### config.mk
export PLATFORM = sky130hd
export DESIGN_NAME = serial_frame_tx
export DESIGN_NICKNAME = d
export VERILOG_FILES = /design/src/rtl/serial_frame_tx.sv
export SDC_FILE = /design/constraint.sdc
export NUM_CORES = 1
export LEC_CHECK = 0
export CAP_MARGIN = 20
export CORE_ASPECT_RATIO = 0.8
export CORE_MARGIN = 3
export CORE_UTILIZATION = 50
export DETAILED_ROUTE_END_ITERATION = 7
export GPL_TIMING_DRIVEN = 0
export PLACE_DENSITY = 0.77
export SETUP_SLACK_MARGIN = 0.2
export SLEW_MARGIN = 30
export SYNTH_ARGS = -nofsm -noshare
export SYNTH_HDL_FRONTEND = slang
export SYNTH_SLANG_ARGS = --single-unit
### constraint.sdc
create_clock -name clk -period 4.83 [get_ports clk]
set_input_delay 0.7245 -clock clk [delete_from_list [all_inputs] [get_ports clk]]
set_output_delay 0.7245 -clock clk [all_outputs]
set_load 0.01 [all_outputs]
### src/rtl/serial_frame_tx.sv
// Serial frame transmitter: start bit, 2-bit port, 4-bit length, D data bits, idle gap.
// Define PARITY_EN to insert an even-parity bit after non-empty payloads.
module serial_frame_tx (
    input  logic        clk,
    input  logic        rst,
    input  logic        clkEn,
    input  logic        start,
    input  logic [1:0]  port,
    input  logic [3:0]  len,
    input  logic [14:0] data,
    output logic        ready,
    output logic        SerOut,
    output logic        Done
);

    typedef enum logic [2:0] {
        IDLE  = 3'd0,
        START = 3'd1,
        ADDR  = 3'd2,
        LEN   = 3'd3,
        DATA  = 3'd4,
`ifdef PARITY_EN
        PAR   = 3'd5,
`endif
        GAP   = 3'd6
    } state_t;

    state_t      state;
    state_t      nstate;
    logic        ser;
    logic        nser;
    logic [3:0]  cnt;
    logic [3:0]  ncnt;
    logic [1:0]  port_q;
    logic [3:0]  len_q;
    logic [14:0] data_q;
    logic        accept;
    logic [3:0]  bit_idx;
    logic [3:0]  data_idx;
    logic [3:0]  len_idx;

    assign bit_idx  = cnt - 4'd1;
    assign data_idx = cnt - 4'd2;
    assign len_idx  = len_q - 4'd1;

`ifdef PARITY_EN
    logic [14:0] data_mask;
    logic        par_bit;

    assign data_mask = (15'd1 << len_q) - 15'd1;
    assign par_bit   = ^(data_q & data_mask);
`endif

    always_ff @(posedge clk or posedge rst) begin
        if (rst) begin
            state  <= IDLE;
            ser    <= 1'b1;
            cnt    <= 4'd0;
            port_q <= 2'd0;
            len_q  <= 4'd0;
            data_q <= 15'd0;
        end else if (clkEn) begin
            state <= nstate;
            ser   <= nser;
            cnt   <= ncnt;
            if (accept) begin
                port_q <= port;
                len_q  <= len;
                data_q <= data;
            end
        end
    end

    // cnt holds the index of the bit on the line in ADDR/LEN, and the remaining
    // payload bits (including the one on the line) in DATA.
    always_comb begin
        nstate = state;
        nser   = ser;
        ncnt   = cnt;
        accept = 1'b0;
        case (state)
            IDLE: begin
                nser = 1'b1;
                if (start) begin
                    accept = 1'b1;
                    nstate = START;
                    nser   = 1'b0;
                    ncnt   = 4'd0;
                end
            end
            START: begin
                nstate = ADDR;
                nser   = port_q[1];
                ncnt   = 4'd1;
            end
            ADDR: begin
                if (cnt != 4'd0) begin
                    nser = port_q[bit_idx[0]];
                    ncnt = bit_idx;
                end else begin
                    nstate = LEN;
                    nser   = len_q[3];
                    ncnt   = 4'd3;
                end
            end
            LEN: begin
                if (cnt != 4'd0) begin
                    nser = len_q[bit_idx[1:0]];
                    ncnt = bit_idx;
                end else if (len_q == 4'd0) begin
                    nstate = GAP;
                    nser   = 1'b1;
                end else begin
                    nstate = DATA;
                    nser   = data_q[len_idx];
                    ncnt   = len_q;
                end
            end
            DATA: begin
                if (cnt > 4'd1) begin
                    nser = data_q[data_idx];
                    ncnt = bit_idx;
                end else begin
                    ncnt = 4'd0;
`ifdef PARITY_EN
                    nstate = PAR;
                    nser   = par_bit;
`else
                    nstate = GAP;
                    nser   = 1'b1;
`endif
                end
            end
`ifdef PARITY_EN
            PAR: begin
                nstate = GAP;
                nser   = 1'b1;
            end
`endif
            GAP: begin
                nstate = IDLE;
                nser   = 1'b1;
            end
            default: begin
                nstate = IDLE;
                nser   = 1'b1;
                ncnt   = 4'd0;
            end
        endcase
    end

    assign ready  = (state == IDLE);
    assign Done   = (state == GAP);
    assign SerOut = ser;

endmodule

==> results.md, run 1 <==
* # clock sinks at 29
* Clk Latency, worst-skew pair at 280 ps
* Vias at 1576
* RSZ-0062 raised after global routing: no
* Worst path top cell family by delay: multiplexers
* Post-route DRC at 0
* Htree depth at 2
* Count of final hold-check violations at 0
* Initial Util at 54.4%
* Synth warn at 0
* IO Count at 28
* Die H at 61.9 microns
* Slowest cell on the critical path: mux4_2
* Setup slack, reg-to-reg at 2200 ps
* Async SR Flop Fraction at 100%
* Hold Crit Endpoint: port_q[0]
* Critical Path, Cell by Cell: clkbuf_2 -> inv_1 -> ha_1 -> xor2_1 -> mux4_2 -> mux2i_1 -> nand4_1 -> a32o_1
* CORE AREA at 3590 sq um
* CTS root buffer: clkbuf_8
* Worst VDD drop at 0.413 mV
* Post-synth EDFFs at 0
* Hold Slack at 520 ps
* FMAX at 380 MHz
* CTS tree: yes
* Ant diodes at 0
* Post-CTS Hold Buffers at 0
* Post-synth top flop: dfrtp_1
* Setup TNS at 0 ps
* DR vias/cell at 6.06
* Status: completed
* Sequential-to-total area share from yosys stat at 37.2%
* Required time of the critical path at 5040 ps
* Unique masters post-synth at 57
* Hold Path Stages at 1
* Number of DRC markers in iteration 0 at 123
* Setup bufs post-CTS at 0
* Yosys reg bits at 29
* IO buf count at 27
* CP endpoint kind: register
* R2R Path End: SerOut
* Max Cap Violations at 0
* Fin crit period at 2630 ps
* Power per cell area at 694 nW/um^2
* Number of global-route vias before repair at 1574
* Tot Pwr at 1.67 mW
* Leakage at 0.983 nW
* Mapped Cells at 173
* Full die area at 4700 sq um
* Total grt overflow at 0
* CP max stage delay at 580 ps
* Worst clock skew at 5.39 ps
* Class of the worst hold path: register to register
* HPWL after DPL at 3250 microns
* Layout cells sized above 1 at 25.5%
* First-pass GRT wire length at 7230 microns
* Num CTS Buffers at 5
* Fin. max-slew vios at 0
* PostCTS Resize Cnt at 0
* Layout area overhead at 23.1%
* Chip width at 75.9 microns
* Kind of critical path: register to register
* Rows at 19
* CP arrival at 2840 ps
* DR WL/cell at 17.0 microns
* Placer congestion estimate at 0.884
* Clock transition at path regs at 60 ps
* Min-Delay Startpoint: port_q[0]
* Max-slew headroom at 44.0%
* Layout Nets at 238
* Antenna Nets Post-Route at 0
* Number of fill cells at 263
* R2R depth at 8
* Slew @ Worst Pin at 829 ps
* Netlist area before placement at 1950 sq um
* Crit-path max FO at 8
* GRT Total Usage at 20.0%
* Worst r2r src: len_q[0]
* Detailed Route WL at 4410 microns
* Post-Syn Area per Cell at 11.3 sq um
* Clock Path Buffers at 2
* Buf+Inv Stages, Crit Path at 2
* Largest net degree at the start of global routing at 30
* 1st-pass router iterations at 4
* Setup-failing EPs final at 0
* Initial antenna violation count at 0
* Syn Nets at 204
* Tcrit/Tclk final at 54.4%
* Critical Path Source Type: register
==> where the power goes <==
part / total [mW] / internal [mW] / switching, mW
registers: 0.446 / 0.364 / 0.0825
logic: 0.962 / 0.481 / 0.482
clock network: 0.261 / 0.168 / 0.0932
total: 1.67 / 1.01 / 0.657
==> layer usage <==
metal  part of all wire (%)  vias up  global-route usage (%)  routed length [microns]
met5                      0        -                       0                        0
met4                    2.1        0                    9.30                       92
met3                    6.5       11                    5.19                      287
met2                     46       70                    33.6                     2050
met1                     45      776                    25.3                     1980
li1                       -      719                       -                        -
==> cell usage after synthesis (all sizes together), types with 2 or more instances <==
master   n  share of area, %
dfrtp   28                36
mux2    20                12
nand2   12               2.3
inv      9               1.7
nor2     9               1.7
o21ai    8               2.0
buf      7               2.4
mux4     7               8.6
a21oi    6               1.5
ha       6               3.8
clkbuf   5               1.6
mux2i    5               2.6
o31ai    4               2.2
a32o     3               1.5
xnor2    3               1.3
a22oi    2              0.77
a311oi   2              0.90
and2     2              0.77
and3     2              0.64
nor3     2              0.51
nor3b    2               1.0
o221ai   2               1.2
o22ai    2              0.64
o41ai    2              0.90
==> layout by cell type (no fill, tap or decap), types with 4 or more instances in the layout <==
cell type,instances
mux4_2,4
dfrtp_1,28
o21ai_0,8
mux2i_1,5
mux2_2,20
nor2_1,9
ha_1,6
clkbuf_8,7
inv_1,8
nand2_1,12
clkdlybuf4s50_1,27
buf_2,4
a21oi_1,6
==> cells by family after synthesis <==
family                     share of synthesized area [%]
xor gates and xnor gates                            1.79
muxes                                               22.7
and+or+nand+nor                                     10.1
buffers and inverters                               6.66
AOI/OAI and AO/OA                                   17.7
adders and majority gates                           3.84
DFF                                                 37.2
==> sequential cells by signal, summed over array words and instances (netlist names) <==
name and count:
SerOut 1, data_q 15, cnt 4, port_q 2, state 3, len_q 4
==> per-stage QoR <==
step / util, % / setup slack [ps] / instance area (sq um) / instances
global route: 67.0 / 2020 / 2410 / 260
global placement: 63.8 / 2200 / 2290 / 252
floorplan: - / 2520 / 1950 / 173
finish: 67.0 / 2200 / 2410 / 260
detailed placement: 63.8 / 2160 / 2290 / 252
CTS: 67.0 / 2190 / 2410 / 260
==> layout make-up <==
| class | instances | area, sq um | share of cell area, % |
|---|---|---|---|
| Sequential cell | 29 | 727 | 30.2 |
| Clock inverter | 1 | 30.0 | 1.25 |
| Clock buffer | 7 | 86.3 | 3.59 |
| Tap cell | 52 | 65.1 | 2.70 |
| Multi-Input combinational cell | 121 | 1100 | 45.6 |
| Timing Repair Buffer | 27 | 270 | 11.2 |
| Buffer | 14 | 96.3 | 4.00 |
| Inverter | 9 | 33.8 | 1.40 |
==> worst max path at each step <==
stage              from         end  slack (ps)  cells past startpoint
2_1_floorplan  len_q[0]      SerOut        2520                      8
4_1_cts        len_q[0]      SerOut        2190                      8
5_1_grt        len_q[0]      SerOut        2020                      8
6_report       len_q[0]      SerOut        2200                      8
3_5_place_dp   len_q[0]      SerOut        2160                      8
3_3_place_gp      clkEn  data_q[13]        2200                      5
Note: power is estimated with default switching activity, not from simulation.
==> run 2, diff against run 1 <==
--- a/config.mk
+++ b/config.mk
@@ -8,10 +8,10 @@
 export CAP_MARGIN = 20
 export CORE_ASPECT_RATIO = 0.8
 export CORE_MARGIN = 3
-export CORE_UTILIZATION = 50
+export CORE_UTILIZATION = 49
 export DETAILED_ROUTE_END_ITERATION = 7
 export GPL_TIMING_DRIVEN = 0
-export PLACE_DENSITY = 0.77
+export PLACE_DENSITY = 0.79
 export SETUP_SLACK_MARGIN = 0.2
 export SLEW_MARGIN = 30
 export SYNTH_ARGS = -nofsm -noshare
==> constraint.sdc (replaced) <==
create_clock -name clk -period 2.4 [get_ports clk]
set_input_delay 0.36 -clock clk [delete_from_list [all_inputs] [get_ports clk]]
set_output_delay 0.36 -clock clk [all_outputs]
set_load 0.01 [all_outputs]
==> run 2 against run 1 <==
Compared with the run above: total power is 130% higher; critical endpoint unchanged; core utilization is 3.6 points higher; critical path type unchanged; register-to-register slack worse by 2000 ps.
==> results.md, run 2 (synthesis results as in run 1) <==
* Status: completed
* Chip width at 76.6 microns (+0.94%)
* Hold Slack at 465 ps (-55.1 ps)
* Vias at 1605 (+1.8%)
* Die H at 62.5 microns (+0.91%)
* RSZ-0062 raised after global routing: yes
* Num CTS Buffers at 5 (unchanged)
* Fin crit period at 2200 ps (-433 ps)
* DR WL/cell at 18.4 microns (+8.6%)
* Biggest register: data_q
* Detailed Route WL at 4990 microns (+13%)
* Clk Latency, worst-skew pair at 290 ps (about the same)
* CTS tree: yes
* Total grt overflow at 0 (unchanged)
* Top flop regs: data_q (15), cnt (4), len_q (4)
* Antenna Nets Post-Route at 0 (unchanged)
* Number of global-route vias before repair at 1613 (+2.5%)
* Post-CTS Hold Buffers at 0 (unchanged)
* Layout cells sized above 1 at 35.6% (+10 points)
* Max-slew headroom at 36.8% (-7.3 points)
* Initial antenna violation count at 0 (unchanged)
* Full die area at 4790 sq um (+1.9%)
* Layout area overhead at 31.5%
* Max reg flops at 15 (unchanged)
* Final design utilization at 70.7% (+3.6 points)
* CP arrival at 2410 ps (-430 ps)
* FMAX at 455 MHz (+20%)
* Worst setup margin at 203 ps (-2000 ps)
* Clock transition at path regs at 60 ps (about the same)
* Post-route DRC at 0 (unchanged)
* Max Cap Violations at 0 (unchanged)
* Count of final hold-check violations at 0 (unchanged)
* Leakage at 1.04 nW (+6.0%)
* HPWL after DPL at 3390 microns (+4.2%)
* Power per cell area at 1460 nW/um^2 (+110%)
* Most frequent cells in the layout: dfrtp_1 (27), clkdlybuf4s50_1 (27), mux2_2 (20), buf_4 (13), nand2_1 (12)
* Clock Path Buffers at 2 (unchanged)
* Initial Util at 53.7% (-0.71 points)
* CTS root buffer: clkbuf_8
* IO Count at 28 (unchanged)
* Tot Pwr at 3.76 mW (+130%)
* IO buf count at 27 (unchanged)
* CORE AREA at 3640 sq um (+1.3%)
* Critical Path Source Type: register
* Setup-failing EPs final at 0 (unchanged)
* Placer congestion estimate at 0.915 (+3.5%)
* GRT Total Usage at 21.6% (+1.6 points)
* 1st-pass router iterations at 4 (unchanged)
* Ant diodes at 0 (unchanged)
* Number of DRC markers in iteration 0 at 110 (-11%)
* First-pass GRT wire length at 8090 microns (+12%)
* Largest net degree at the start of global routing at 30 (unchanged)
* Fin. max-slew vios at 0 (unchanged)
* # clock sinks at 29 (unchanged)
* Crit-path max FO at 7 (-1)
* Setup TNS at 0 ps (unchanged)
* Worst VDD drop at 0.753 mV (+83%)
* Tcrit/Tclk final at 91.5% (+37 points)
* Class of the worst hold path: input port to async pin
* Pre-CTS WS at -176 ps (-2340 ps)
* Layout Nets at 249 (+4.6%)
* Htree depth at 2 (unchanged)
* Kind of critical path: register to register
* CP endpoint kind: register
* DR vias/cell at 5.92 (-2.3%)
* Worst clock skew at 5.27 ps (-0.125 ps)
* Required time of the critical path at 2610 ps (-2430 ps)
* Rows at 19 (unchanged)
* Slew @ Worst Pin at 936 ps (+107 ps)
==> run 2: stage by stage <==
step | cell area, sq um | std cells
6_report | 2570 | 271
5_1_grt | 2570 | 271
4_1_cts | 2480 | 263
3_5_place_dp | 2300 | 252
3_3_place_gp | 2300 | 252
2_1_floorplan | 1960 | 173
==> run 2: cell type report <==
type	count	area, sq um
plain buffers	14	105
clock buffers	6	72.6
clock inverters	2	35.0
fillers	268	1070
inverters	9	40.0
multi-input cells	121	1170
flip-flops and latches	29	728
well taps	52	65.1
repair buffers	38	353
==> run 2: path summary, 6_finish.rpt <==
path                       startpoint   endpoint  slack [ps]  cells after the start
max                            cnt[1]     SerOut         200                      8
min                               rst  data_q[0]         460                      2
max reg2reg                    cnt[1]     SerOut         200                      8
min reg2reg                 port_q[0]  port_q[0]         530                      1
max in group asynchronous         rst     cnt[2]        1510                      2
min in group clk            port_q[0]  port_q[0]         530                      1
==> run 2: worst max-delay path, stage by stage (launching register included) <==
cell       delay [ps]
dfrtp_1           360
buf_6             150
inv_2              80
ha_4              300
mux4_2            300
and2_4            180
a2111oi_4         350
o221ai_2          150
a32o_2            240
==> run 2: power by group <==
| group | switching (mW) | internal, mW | total (mW) |
|---|---|---|---|
| registers | 0.177 | 0.733 | 0.910 |
| clock network | 0.188 | 0.307 | 0.495 |
| logic | 1.15 | 1.21 | 2.35 |
==> run 2: timing repair <==
item	CTS	global route
endpoints found under the setup margin	6	8
cloned	0	0
gates resized for setup	13	11
hold endpoints to repair	0	0
pin swaps	0	4
setup buffers	3	8
==> run 2: routing by layer <==
metal | track usage [%] | wire (microns) | vias up
met1 | 27.9 | 2190 | 793
met2 | 33.7 | 2470 | 54
met3 | 5.04 | 226 | 10
li1 | - | - | 748
met4 | 11.5 | 101 | 0
met5 | 0 | 0 | -
